**config.mk**
```make
export PLATFORM = sky130hd
export DESIGN_NAME = signal_freq_meter
export DESIGN_NICKNAME = d
export VERILOG_FILES = /design/src/rtl/signal_meter_pkg.sv /design/src/rtl/sig_sync_rise.sv /design/src/rtl/signal_freq_meter.sv
export SDC_FILE = /design/constraint.sdc
export NUM_CORES = 1
export LEC_CHECK = 0
export CORE_MARGIN = 3
export CORE_UTILIZATION = 31
export DETAILED_ROUTE_END_ITERATION = 10
export HOLD_SLACK_MARGIN = 0.1
export PLACE_DENSITY_LB_ADDON = 0.3
export SETUP_SLACK_MARGIN = 0.5
export SLEW_MARGIN = 20
export SYNTH_ARGS = -nofsm -noshare
export SYNTH_HDL_FRONTEND = slang
export SYNTH_SLANG_ARGS = --single-unit
```
**constraint.sdc**
```tcl
create_clock -name clk -period 2.5 [get_ports clk]
set_input_delay 0.5 -clock clk [delete_from_list [all_inputs] [get_ports clk]]
set_output_delay 0.5 -clock clk [all_outputs]
set_load 0.05 [all_outputs]
```
**src/rtl/signal_meter_pkg.sv**
```systemverilog
// Shared types, constants and the power-of-two period classifier for signal_freq_meter.
package signal_meter_pkg;

    typedef enum logic [1:0] {
        IDLE,
        ARM,
        MEAS,
        DONE
    } meter_state_t;

    localparam int DIV_CODE_W   = 3;
    localparam int NPER         = 4;
    localparam int NPER_LOG2    = $clog2(NPER);
    localparam int MIN_DIV_LOG2 = 1;
    localparam int MAX_DIV_LOG2 = 8;

    typedef struct packed {
        logic                  match;
        logic [DIV_CODE_W-1:0] code;
    } div_class_t;

    // Only exact powers of two from 2 to 256 match; code is log2(period)-1.
    function automatic div_class_t classify_period(input logic [31:0] p);
        div_class_t r;
        r = '0;
        for (int k = MIN_DIV_LOG2; k <= MAX_DIV_LOG2; k++) begin
            if (p == (32'd1 << k)) begin
                r.match = 1'b1;
                r.code  = DIV_CODE_W'(k - MIN_DIV_LOG2);
            end
        end
        return r;
    endfunction

endpackage

```
**src/rtl/sig_sync_rise.sv**
```systemverilog
// Two-flop synchronizer for an asynchronous input followed by a rising-edge detector.
module sig_sync_rise (
    input  logic clk,
    input  logic rst_n,
    input  logic d,
    output logic q_sync,
    output logic rise
);

    logic r_meta;
    logic r_sync;
    logic r_prev;

    always_ff @(posedge clk or negedge rst_n) begin
        if (!rst_n) begin
            r_meta <= 1'b0;
            r_sync <= 1'b0;
            r_prev <= 1'b0;
        end else begin
            r_meta <= d;
            r_sync <= r_meta;
            r_prev <= r_sync;
        end
    end

    assign q_sync = r_sync;
    assign rise   = r_sync & ~r_prev;

endmodule

```
**src/rtl/signal_freq_meter.sv**
```systemverilog
// Measures the period of an external square wave in clk cycles and classifies it as divide-by-2..256.
// Define MULTI_PERIOD_EN to average over NPER consecutive periods instead of measuring one.
module signal_freq_meter
    import signal_meter_pkg::*;
#(
    parameter int CNT_W   = 12,
    parameter int TIMEOUT = 4095
) (
    input  logic                  clk,
    input  logic                  rst_n,
    input  logic                  sig_in,
    input  logic                  start,
    output logic                  busy,
    output logic                  done,
    output logic [CNT_W-1:0]      period,
    output logic [DIV_CODE_W-1:0] div_code,
    output logic                  div_match,
    output logic                  timeout
);

`ifdef MULTI_PERIOD_EN
    localparam int               ACC_W = CNT_W + NPER_LOG2;
    localparam logic [ACC_W-1:0] LIMIT = ACC_W'(NPER * TIMEOUT);
`else
    localparam int               ACC_W = CNT_W;
    localparam logic [ACC_W-1:0] LIMIT = ACC_W'(TIMEOUT);
`endif

    meter_state_t     r_state;
    meter_state_t     w_state_nxt;
    logic [ACC_W-1:0] r_cnt;
    logic [ACC_W-1:0] w_cnt_nxt;
    logic             r_busy;
    logic             r_done;
    logic [CNT_W-1:0] r_period;
    logic [DIV_CODE_W-1:0] r_div_code;
    logic             r_div_match;
    logic             r_timeout;

    logic             w_sig_sync;
    logic             w_rise_raw;
    logic             w_rise;
    logic             w_capture;
    logic             w_abort;
    logic             w_last_rise;
    logic             w_exact;
    logic [CNT_W-1:0] w_result;
    div_class_t       w_class;

    sig_sync_rise u_sync (
        .clk    (clk),
        .rst_n  (rst_n),
        .d      (sig_in),
        .q_sync (w_sig_sync),
        .rise   (w_rise_raw)
    );

    assign w_rise = w_rise_raw & w_sig_sync;

`ifdef MULTI_PERIOD_EN
    logic [NPER_LOG2-1:0] r_idx;
    logic [NPER_LOG2-1:0] w_idx_nxt;

    // The accumulator runs across all NPER periods; the average drops the remainder.
    assign w_last_rise = (r_idx == NPER_LOG2'(NPER - 1));
    assign w_result    = CNT_W'(r_cnt >> NPER_LOG2);
    assign w_exact     = (r_cnt[NPER_LOG2-1:0] == '0);

    always_ff @(posedge clk or negedge rst_n) begin
        if (!rst_n) begin
            r_idx <= '0;
        end else begin
            r_idx <= w_idx_nxt;
        end
    end
`else
    assign w_last_rise = 1'b1;
    assign w_result    = r_cnt;
    assign w_exact     = 1'b1;
`endif

    assign w_class = classify_period(32'(w_result));

    always_ff @(posedge clk or negedge rst_n) begin
        if (!rst_n) begin
            r_state <= IDLE;
        end else begin
            r_state <= w_state_nxt;
        end
    end

    // Rise takes priority over the timeout check in the same cycle.
    always_comb begin
        w_state_nxt = r_state;
        w_cnt_nxt   = r_cnt;
        w_capture   = 1'b0;
        w_abort     = 1'b0;
`ifdef MULTI_PERIOD_EN
        w_idx_nxt   = r_idx;
`endif
        case (r_state)
            IDLE: begin
                if (start) begin
                    w_state_nxt = ARM;
                    w_cnt_nxt   = '0;
`ifdef MULTI_PERIOD_EN
                    w_idx_nxt   = '0;
`endif
                end
            end
            ARM: begin
                if (w_rise) begin
                    w_state_nxt = MEAS;
                    w_cnt_nxt   = ACC_W'(1);
                end else if (r_cnt == LIMIT) begin
                    w_state_nxt = DONE;
                    w_abort     = 1'b1;
                end else begin
                    w_cnt_nxt   = r_cnt + ACC_W'(1);
                end
            end
            MEAS: begin
                if (w_rise && w_last_rise) begin
                    w_state_nxt = DONE;
                    w_capture   = 1'b1;
                end else if (w_rise) begin
                    w_cnt_nxt   = r_cnt + ACC_W'(1);
`ifdef MULTI_PERIOD_EN
                    w_idx_nxt   = r_idx + NPER_LOG2'(1);
`endif
                end else if (r_cnt == LIMIT) begin
                    w_state_nxt = DONE;
                    w_abort     = 1'b1;
                end else begin
                    w_cnt_nxt   = r_cnt + ACC_W'(1);
                end
            end
            DONE: begin
                w_state_nxt = IDLE;
            end
            default: begin
                w_state_nxt = IDLE;
            end
        endcase
    end

    // Result registers only load on the transition into DONE, so they hold otherwise.
    always_ff @(posedge clk or negedge rst_n) begin
        if (!rst_n) begin
            r_cnt       <= '0;
            r_busy      <= 1'b0;
            r_done      <= 1'b0;
            r_period    <= '0;
            r_div_code  <= '0;
            r_div_match <= 1'b0;
            r_timeout   <= 1'b0;
        end else begin
            r_cnt  <= w_cnt_nxt;
            r_done <= w_capture | w_abort;
            if (r_state == IDLE && start) begin
                r_busy <= 1'b1;
            end else if (r_state == DONE) begin
                r_busy <= 1'b0;
            end
            if (w_capture) begin
                r_period    <= w_result;
                r_div_code  <= (w_class.match && w_exact) ? w_class.code : '0;
                r_div_match <= w_class.match & w_exact;
                r_timeout   <= 1'b0;
            end else if (w_abort) begin
                r_period    <= CNT_W'(TIMEOUT);
                r_div_code  <= '0;
                r_div_match <= 1'b0;
                r_timeout   <= 1'b1;
            end
        end
    end

    assign busy      = r_busy;
    assign done      = r_done;
    assign period    = r_period;
    assign div_code  = r_div_code;
    assign div_match = r_div_match;
    assign timeout   = r_timeout;

endmodule
```
# [After elaboration in Yosys (flattened, before gate mapping)]
# Index checks and enable logic that the tools add are counted.
[totals] in_bits=4 ff_bits=36
[op_classes] add_sub_neg=1 n_eq_ne=14 bitwise_logic=4 n_reduce_logical=7 mux=34
[op_table] operator="12-bit two-way mux" count=6
[op_table] operator="12-bit one-hot mux with 3 select lines" count=1
[op_table] operator="4-bit two-way mux" count=8
[op_table] operator="12-bit by 1-bit adder with 12-bit output, second input constant" count=1
[op_table] operator="12-bit == test, second input constant" count=1
[op_table] operator="12-bit by 2-bit == test with 1-bit output, second input constant" count=1
[op_table] operator="12-bit by 3-bit == test with 1-bit output, second input constant" count=1
[op_table] operator="12-bit by 4-bit == test with 1-bit output, second input constant" count=1
[op_table] operator="12-bit by 5-bit == test with 1-bit output, second input constant" count=1
[op_table] operator="12-bit by 6-bit == test with 1-bit output, second input constant" count=1
[op_table] operator="12-bit by 7-bit == test with 1-bit output, second input constant" count=1
[op_table] operator="12-bit by 8-bit == test with 1-bit output, second input constant" count=1
[op_table] operator="12-bit by 9-bit == test with 1-bit output, second input constant" count=1
[op_table] operator="1-bit two-way mux" count=11
[op_table] operator="3-bit two-way mux" count=3
[op_table] operator="2-bit two-way mux" count=4
[op_table] operator="2-bit one-hot mux with 4 select lines" count=1
[op_table] operator="2-bit == test, second input constant" count=2
[op_table] operator="2-bit inequality test, second input constant" count=2
[op_table] operator="2-bit nonzero test" count=2
[op_table] operator="3-bit AND reduction" count=1
[op_table] operator="3-bit nonzero test" count=1
[op_table] operator="1-bit bitwise AND" count=2
[op_table] operator="2-bit by 1-bit == test with 1-bit output, second input constant" count=1
[op_table] operator="5 further kinds" count=5

# [Longest topological paths before layout]
# Gate-level depths: netlist (run 1).
[logic_depth] word_depth=11 mapped_depth=7 ltp_nobuf=6

# [Hierarchy]
# From an unflattened synthesis (run 1), not the netlist that was laid out.
[hier_totals] hier_cells=189 hier_area_um2=2039.5
[modules_own_cells] mod="signal_freq_meter" instances=1 cells_per_inst=185 area_per_inst_um2=1950.6
[modules_own_cells] mod="sig_sync_rise" instances=1 cells_per_inst=4 area_per_inst_um2=88.8

# [Least setup slack after synthesis (run 1)]
# OpenSTA, ideal clock, no wires.
[synth_timing] path_kind="reg2reg" from="reg r_state[0]" to="reg r_cnt[3]" path_stages_with_launch=7 period_less_slack_ns=1.731 t_required_ns=2.422 slack_ns=0.769 t_arrival_ns=1.654 cell_sequence="dfrtp_1 > inv_1 > ha_1 > nand3b_1 > nand3_1 > or4_1 > a21oi_1"
[synth_between] elab_chain_cells=3 word_cells_on_any_way=8 cone_classes="4 x eq/ne; 1 x mux; 3 x reduce/logical"
[synth_lines] element="start: declaration" line_no="signal_freq_meter.sv:29" rtl="meter_state_t r_state;"
[synth_lines] element="start signal: assignment" line_no="signal_freq_meter.sv:88" rtl="r_state <= w_state_nxt;"
[synth_lines] element="2-bit == test (tied with other cells)" line_no="signal_freq_meter.sv:101" rtl="case (r_state)"
[synth_lines] element="2-bit inequality test (no source line) or 3-bit nonzero test (tied branches)"
[synth_lines] element="3-bit AND reduction (no source line)"
[synth_lines] element="end signal: assignment" line_no="signal_freq_meter.sv:158" rtl="r_cnt <= w_cnt_nxt;"
[synth_lines] element="end: declaration" line_no="signal_freq_meter.sv:31" rtl="logic [ACC_W-1:0] r_cnt;"
# Parallel ways exist; a longest one is shown, timed or not.
# A chain may end at the register's enable or synchronous reset.

# [Worst setup path after layout (run 1)]
[layout_timing] from="reg r_period[9], in the netlist period[9]" to="out period[9]"
[layout_lines] element="start: declaration" line_no="signal_freq_meter.sv:35" rtl="logic [CNT_W-1:0] r_period;"
[layout_lines] element="start signal: assignment" line_no="signal_freq_meter.sv:166" rtl="r_period <= w_result;"
[layout_lines] element="start signal: assignment" line_no="signal_freq_meter.sv:171" rtl="r_period <= CNT_W'(TIMEOUT);"
[layout_lines] element="end: declaration" line_no="signal_freq_meter.sv:15" rtl="output logic [CNT_W-1:0] period,"
# No word-level cell between the ends.

==> results of run 1 <==
repair_timing:
item | in CTS | in global routing
setup endpoints to repair | 0 | 26
gates resized for setup | 0 | 11
hold buffers | 0 | 0
setup buffers | 0 | 4
metrics by stage:
stage | util (%) | worst slack (ps)
global route | 39.7 | 470
detailed placement | 37.2 | 274
global placement | 37.2 | 293
floorplan | - | 769
finish | 39.7 | 553
CTS | 38.7 | 513
synthesized netlist by cell type, types with 3 or more instances:
| library cell | count | area (um2) |
|---|---|---|
| sky130_fd_sc_hd__nor3_1 | 4 | 20.0 |
| sky130_fd_sc_hd__ha_1 | 8 | 100 |
| sky130_fd_sc_hd__nand3b_1 | 3 | 22.5 |
| sky130_fd_sc_hd__a21oi_1 | 7 | 35.0 |
| sky130_fd_sc_hd__o22a_1 | 13 | 114 |
| sky130_fd_sc_hd__buf_6 | 3 | 33.8 |
| sky130_fd_sc_hd__buf_2 | 6 | 30.0 |
| sky130_fd_sc_hd__nor4b_1 | 4 | 35.0 |
| sky130_fd_sc_hd__and3_1 | 6 | 37.5 |
| sky130_fd_sc_hd__nor4_1 | 4 | 25.0 |
| sky130_fd_sc_hd__nand3_1 | 11 | 55.1 |
| sky130_fd_sc_hd__o21ai_0 | 10 | 50.1 |
| sky130_fd_sc_hd__dfrtp_1 | 36 | 901 |
| sky130_fd_sc_hd__nand2_1 | 4 | 15.0 |
| sky130_fd_sc_hd__nor2_1 | 8 | 30.0 |
| sky130_fd_sc_hd__o31ai_1 | 3 | 22.5 |
| sky130_fd_sc_hd__inv_1 | 8 | 30.0 |
| sky130_fd_sc_hd__or4_1 | 3 | 22.5 |
| sky130_fd_sc_hd__clkbuf_1 | 4 | 15.0 |
| sky130_fd_sc_hd__nand2b_1 | 5 | 31.3 |
| sky130_fd_sc_hd__a22o_1 | 3 | 26.3 |
| sky130_fd_sc_hd__a31oi_1 | 6 | 37.5 |
flip-flops by register name (all words and copies together), names as in the netlist:
name           cells
r_state            2
busy               1
u_sync.r_prev      1
u_sync.r_meta      1
period            12
div_code           3
done               1
div_match          1
u_sync.q_sync      1
timeout            1
r_cnt             12
how the worst min path moves through the flow:
stage | cells past startpoint | slack [ps] | from | endpoint
floorplan | 0 | 200 | rst_n | busy$_DFFE_PN0P_
global placement | 0 | 340 | u_sync.r_meta$_DFF_PN0_ | u_sync.q_sync$_DFF_PN0_
detailed placement | 0 | 340 | u_sync.r_meta$_DFF_PN0_ | u_sync.q_sync$_DFF_PN0_
CTS | 1 | 330 | rst_n | r_state[0]$_DFFE_PN0P_
global route | 1 | 360 | rst_n | r_state[0]$_DFFE_PN0P_
finish | 1 | 290 | rst_n | r_state[0]$_DFFE_PN0P_
layout make-up:
type	count	area [um2]
inverters	9	33.8
clock buffers	5	68.8
repair buffers	34	314
fillers	595	3610
multi-input cells	131	946
well taps	75	93.8
flip-flops and latches	36	905
clock inverters	3	18.8
per-layer routing:
metal | global-route usage (%) | wire length, um | share of wire, % | vias up
met5 | 0 | 0 | 0 | -
met4 | 5.61 | 74 | 1.7 | 0
met3 | 3.11 | 173 | 4.1 | 5
met2 | 19.4 | 1930 | 45 | 35
met1 | 17.6 | 2070 | 49 | 731
li1 | - | - | - | 772
kinds of logic (layout without fill, tap and decap cells):
group	Yosys count	count (layout)	synth area share [%]
AOI/OAI and AO/OA	58	58	21.8
xor gates and xnor gates	2	2	0.904
adders and majority gates	8	8	5.16
buffers and inverters	22	51	5.81
DFF	36	36	46.5
muxes	1	1	0.516
and+or+nand+nor	62	62	19.4
placed cells by master (no fill, tap or decap), drive strengths merged, types with 5 or more instances in the layout:
cell,Yosys,routed
nor2,8,8
a21oi,8,8
nand3,11,11
nand2b,5,5
a31oi,6,6
o21ai,10,10
and3,6,6
clkdlybuf4s50,0,19
ha,8,8
o22a,13,13
dfrtp,36,36
buf,9,13
inv,9,9
clkbuf,4,5
power groups by stage:
stage	sequential (mW)	clock, mW	combinational (mW)
2_1_floorplan	1.22	0	0.528
3_3_place_gp	0.846	0	1.30
3_5_place_dp	0.849	0	1.30
4_1_cts	0.838	0.426	1.31
5_1_grt	0.858	0.451	1.46
6_report	0.839	0.407	1.34
==> flow_metrics.tcl, run 1 <==
set metrics [dict create \
    setup_viol 0 \
    postRouteAntennaNets 0 \
    pwr-share-comb_pct 51.9 \
    vdd_ir_drop_max_mv 0.485 \
    hold_class "in2async" \
    initial_standard_cell_utilization_of_the_core_pct 32.4 \
    placed_area_um2 2230 \
    postSynth.topFlopCell "sky130_fd_sc_hd__dfrtp_1" \
    nNetsFinal 229 \
    total_core_area_um2 5990 \
    num_io_pins 23 \
    clk-insertion-delay-late_ps 290 \
    cp.depth 1 \
    fmax_mhz 514 \
    timing.final.hold_violations 0 \
    flops_latches_synth 36 \
    seqPwrFrac_pct 32.4 \
    vias 1543 \
    post_route_cells_drive_above_1_share_pct 16.1 \
    residual_overflow_from_global_routing 0 \
    reg2reg_to "r_cnt[3]$_DFFE_PN0P_" \
    setup-tns-final_ps 0 \
    critical_path_arrival_ps 1450 \
    tightest_slew_ps 828 \
    cp.required_ps 2000 \
    dpl.hpwl_um 2940 \
    clock-root-buffer "sky130_fd_sc_hd__clkbuf_8" \
    netlist_area_um2 1940 \
    final_cells 293 \
    yosys.cell_types.count 47 \
    rsz0062_at_grt "true" \
    share_of_synthesized_area_occupied_by_flip_flops_and_latches_pct 46.5 \
    height_of_the_chip_um 85.1 \
    critical_path.top_delay_family "buffers and inverters" \
    cell_internal_pwr_mw 1.42 \
    worstSetupStartpoint "period[9]$_DFFE_PN0P_" \
    p_sw_mw 1.17 \
    cap_viol_max_count 0 \
    drtIter0Drc 62 \
    grt.total_usage_pct 12.9 \
    cp_slowest_stage_delay_ps 800 \
    drc 0 \
    hold_ws_ps 294 \
    worstReg2RegStart "r_cnt[0]$_DFFE_PN0P_" \
    synth_enable_flop_cells 0 \
    globalplace.congestion 0.819 \
    ctsHtreeMaxLevel 2 \
    leakagePower_nw 1.02 \
    status "completed" \
    final.setup_skew_ps 8.19 \
    drt-pass1-iter-count 4 \
    detail_route.vias_per_cell 5.27 \
    numCtsBuffers 5 \
    worst-path-max-fanout 2 \
    critical_path.n_buffers_inverters 1 \
    critPathKind "reg2out" \
    synth_async_sr_flop_share_pct 100 \
    maximum_number_of_pins_on_one_net_before_global_route_repair 37 \
    drt_wl_total_um 4250 \
    first_global_vias 1497 \
    power.density_cell_area_nw_per_um2 1090 \
    maxSlewHeadroom_pct 44.8 \
    period_share_pct 77.9 \
    worst_setup_path_end_kind "primary output" \
    dp_cells 281 \
    clkSlewWorstSetupHoldPaths_ps 80 \
    final_period_minus_worst_setup_slack_ps 1950 \
    worst_setup_path_endpoint "period[9]" \
    worstSetupStartpointType "flip-flop" \
    timing.reg2reg.setup_slack_ps 630 \
    cpMaxStageDelayCell "sky130_fd_sc_hd__clkdlybuf4s50_1" \
    tritoncts_clock_tree "built" \
    detail_route.wl_per_cell_um 14.5 \
    wire_length_of_the_first_global_routing_pass_um 7440 \
    postSynthAreaPerCell_um2 10.3 \
    power.share.clock_pct 15.7 \
    overall_power_mw 2.59 \
    floorplan.rows 28 \
    synthCells 189 \
    syn_to_final_growth_pct 22.8 \
    number_of_antenna_violations_at_the_first_check_in_global_routing 0 \
    portBuffers 22 \
    numClockSinks 36 \
    synthesis.nets 201 \
    num_antenna_cells 0 \
    power.switching_fraction_pct 45.1 \
    yosys_warnings 0 \
    fp.dieArea_um2 7240 \
    r2r_cells 5 \
    cts_buffer_depth 2 \
    timing.critical_path.cells "clkdlybuf4s50_1" \
    finish.instance_area_um2 2380 \
    die_x_um 85.1 \
    report.final.slew_viol_count 0 \
]
No activity file was read; power rests on OpenSTA's default activity.
==> run 2, diff against run 1 <==
Clock period 2.5 ns to 1.8 ns, I/O delays scaled along.
==> flow_metrics.tcl, run 2 (same netlist as run 1, synthesis figures left out) <==
set metrics [dict create \
    numClockSinks 36 \
    p_sw_mw 1.99 \
    clk-insertion-delay-late_ps 290 \
    worst-path-max-fanout 6 \
    number_of_antenna_violations_at_the_first_check_in_global_routing 0 \
    wire_length_of_the_first_global_routing_pass_um 8370 \
    report.final.slew_viol_count 0 \
    num_io_pins 23 \
    setup-tns-final_ps 0 \
    layout_commonest_cell "sky130_fd_sc_hd__buf_4" \
    critPathKind "reg2reg" \
    seqPwrFrac_pct 25.6 \
    period_share_pct 92.7 \
    drt-pass1-iter-count 4 \
    timing.reg2reg.setup_slack_ps 130 \
    timing.final.hold_violations 0 \
    power.share.clock_pct 13.6 \
    drtIter0Drc 101 \
    power.switching_fraction_pct 44.7 \
    worstSetupStartpointType "flip-flop" \
    first_global_vias 1717 \
    hold_class "in2async" \
    ctsHtreeMaxLevel 2 \
    tritoncts_clock_tree "built" \
    tightest_slew_ps 466 \
    nNetsFinal 265 \
    vias 1765 \
    grt.total_usage_pct 14.5 \
    floorplan.rows 28 \
    r2r_cells 6 \
    num_antenna_cells 0 \
    power.density_cell_area_nw_per_um2 1550 \
    leakagePower_nw 1.24 \
    numCtsBuffers 5 \
    rsz0062_at_grt "true" \
    fmax_mhz 599 \
    drt_wl_total_um 5400 \
    dp_worst_setup_slack_ps -46.0 \
    residual_overflow_from_global_routing 0 \
    height_of_the_chip_um 85.1 \
    dpl.hpwl_um 3220 \
    final.setup_skew_ps 6.89 \
    cell_internal_pwr_mw 2.47 \
    postLayoutSetupSlackWorst_ps 132 \
    final_period_minus_worst_setup_slack_ps 1670 \
    commonest_cells_after_routing_fill_and_taps_aside "sky130_fd_sc_hd__buf_4, sky130_fd_sc_hd__dfrtp_1, sky130_fd_sc_hd__o22a_1, sky130_fd_sc_hd__buf_6, sky130_fd_sc_hd__nand3_1" \
    cap_viol_max_count 0 \
    postLayoutCoreUtil_pct 48.0 \
    cp.required_ps 2020 \
    portBuffers 22 \
    worstReg2RegStart "r_state[1]$_DFFE_PN0P_" \
    maximum_number_of_pins_on_one_net_before_global_route_repair 37 \
    total_core_area_um2 5990 \
    die_x_um 85.1 \
    drc 0 \
    placed_area_um2 2350 \
    pwr-share-comb_pct 60.7 \
    status "completed" \
    globalplace.congestion 0.815 \
    finish.instance_area_um2 2880 \
    initial_standard_cell_utilization_of_the_core_pct 32.4 \
    post_route_cells_drive_above_1_share_pct 47.2 \
    detail_route.wl_per_cell_um 16.4 \
    maxSlewHeadroom_pct 69.0 \
    critical_path_arrival_ps 1890 \
    syn_to_final_growth_pct 48.4 \
    cts_buffer_depth 2 \
    clock-root-buffer "sky130_fd_sc_hd__clkbuf_8" \
    overall_power_mw 4.46 \
    worstSetupStartpoint "r_state[1]$_DFFE_PN0P_" \
    vdd_ir_drop_max_mv 0.884 \
    worst_setup_path_end_kind "flip-flop" \
    setup_viol 0 \
    postRouteAntennaNets 0 \
    reg2reg_to "r_cnt[5]$_DFFE_PN0P_" \
    clkSlewWorstSetupHoldPaths_ps 70 \
    detail_route.vias_per_cell 5.36 \
    fp.dieArea_um2 7240 \
]
-- run 2: changes by cell type in the layout (fill, tap and decap cells not counted), moves of 3 or more --
cell and change:
sky130_fd_sc_hd__a21oi_1 -5, sky130_fd_sc_hd__inv_2 +3, sky130_fd_sc_hd__and3_1 -3, sky130_fd_sc_hd__buf_6 +12, sky130_fd_sc_hd__a21oi_2 +4, sky130_fd_sc_hd__or4_1 -3, sky130_fd_sc_hd__or4_4 +3, sky130_fd_sc_hd__ha_1 -5
sky130_fd_sc_hd__inv_1 -4, sky130_fd_sc_hd__clkdlybuf4s50_1 -17, sky130_fd_sc_hd__ha_4 +3, sky130_fd_sc_hd__buf_4 +40
-- run 2: timing repair --
item | CTS | global route
hold buffers | 0 | 0
setup buffers | 14 | 5
gates cloned | 2 | 1
setup endpoints to repair | 32 | 32
resized for setup | 25 | 39
endpoints found under the hold margin | 0 | 0
pin swaps | 16 | 19
-- run 2: layer usage --
metal	GRT usage [%]	part of all wire, %
met1	18.3	44
met2	24.6	52
met3	3.40	3.2
met4	4.75	1.1
met5	0	0
-- run 2: worst max-delay path, cell delays in order, from the launching register on --
cell and delay [ps]:
sky130_fd_sc_hd__dfrtp_2 450, sky130_fd_sc_hd__ha_4 170, sky130_fd_sc_hd__nand3b_1 120, sky130_fd_sc_hd__buf_4 140
sky130_fd_sc_hd__nand3_4 100, sky130_fd_sc_hd__or4_4 500, sky130_fd_sc_hd__a21oi_2 120
-- run 2: layout make-up --
class | count | area, um2
Clock buffer | 7 | 86.3
Clock inverter | 1 | 7.51
Inverter | 9 | 46.3
Timing Repair inverter | 1 | 8.76
Fill cell | 533 | 3110
Timing Repair Buffer | 68 | 574
Sequential cell | 36 | 905
Multi-Input combinational cell | 132 | 1150
Tap cell | 75 | 93.8
-- run 2: worst max-delay path by stage --
stage / cells past startpoint / endpoint
finish: 6 / r_cnt[5]$_DFFE_PN0P_
global placement: 5 / r_cnt[5]$_DFFE_PN0P_
global route: 8 / r_cnt[9]$_DFFE_PN0P_
CTS: 5 / r_cnt[5]$_DFFE_PN0P_
floorplan: 6 / r_cnt[4]$_DFFE_PN0P_
detailed placement: 5 / r_cnt[5]$_DFFE_PN0P_
-- run 2: per-stage QoR --
| stage | hold slack (ps) | cells |
|---|---|---|
| 4_1_cts | 117 | 323 |
| 6_report | 103 | 329 |
| 5_1_grt | 139 | 329 |
| 2_1_floorplan | 64.4 | 189 |
| 3_5_place_dp | 338 | 299 |
| 3_3_place_gp | 345 | 299 |
-- run 2: power groups by stage --
| stage | registers (mW) | clock network (mW) | logic, mW |
|---|---|---|---|
| after floorplan | 1.71 | 0 | 0.817 |
| after global placement | 1.16 | 0 | 1.99 |
| after detailed placement | 1.16 | 0 | 2.00 |
| after CTS | 1.14 | 0.629 | 2.36 |
| after global routing | 1.18 | 0.655 | 2.88 |
| final | 1.14 | 0.607 | 2.71 |
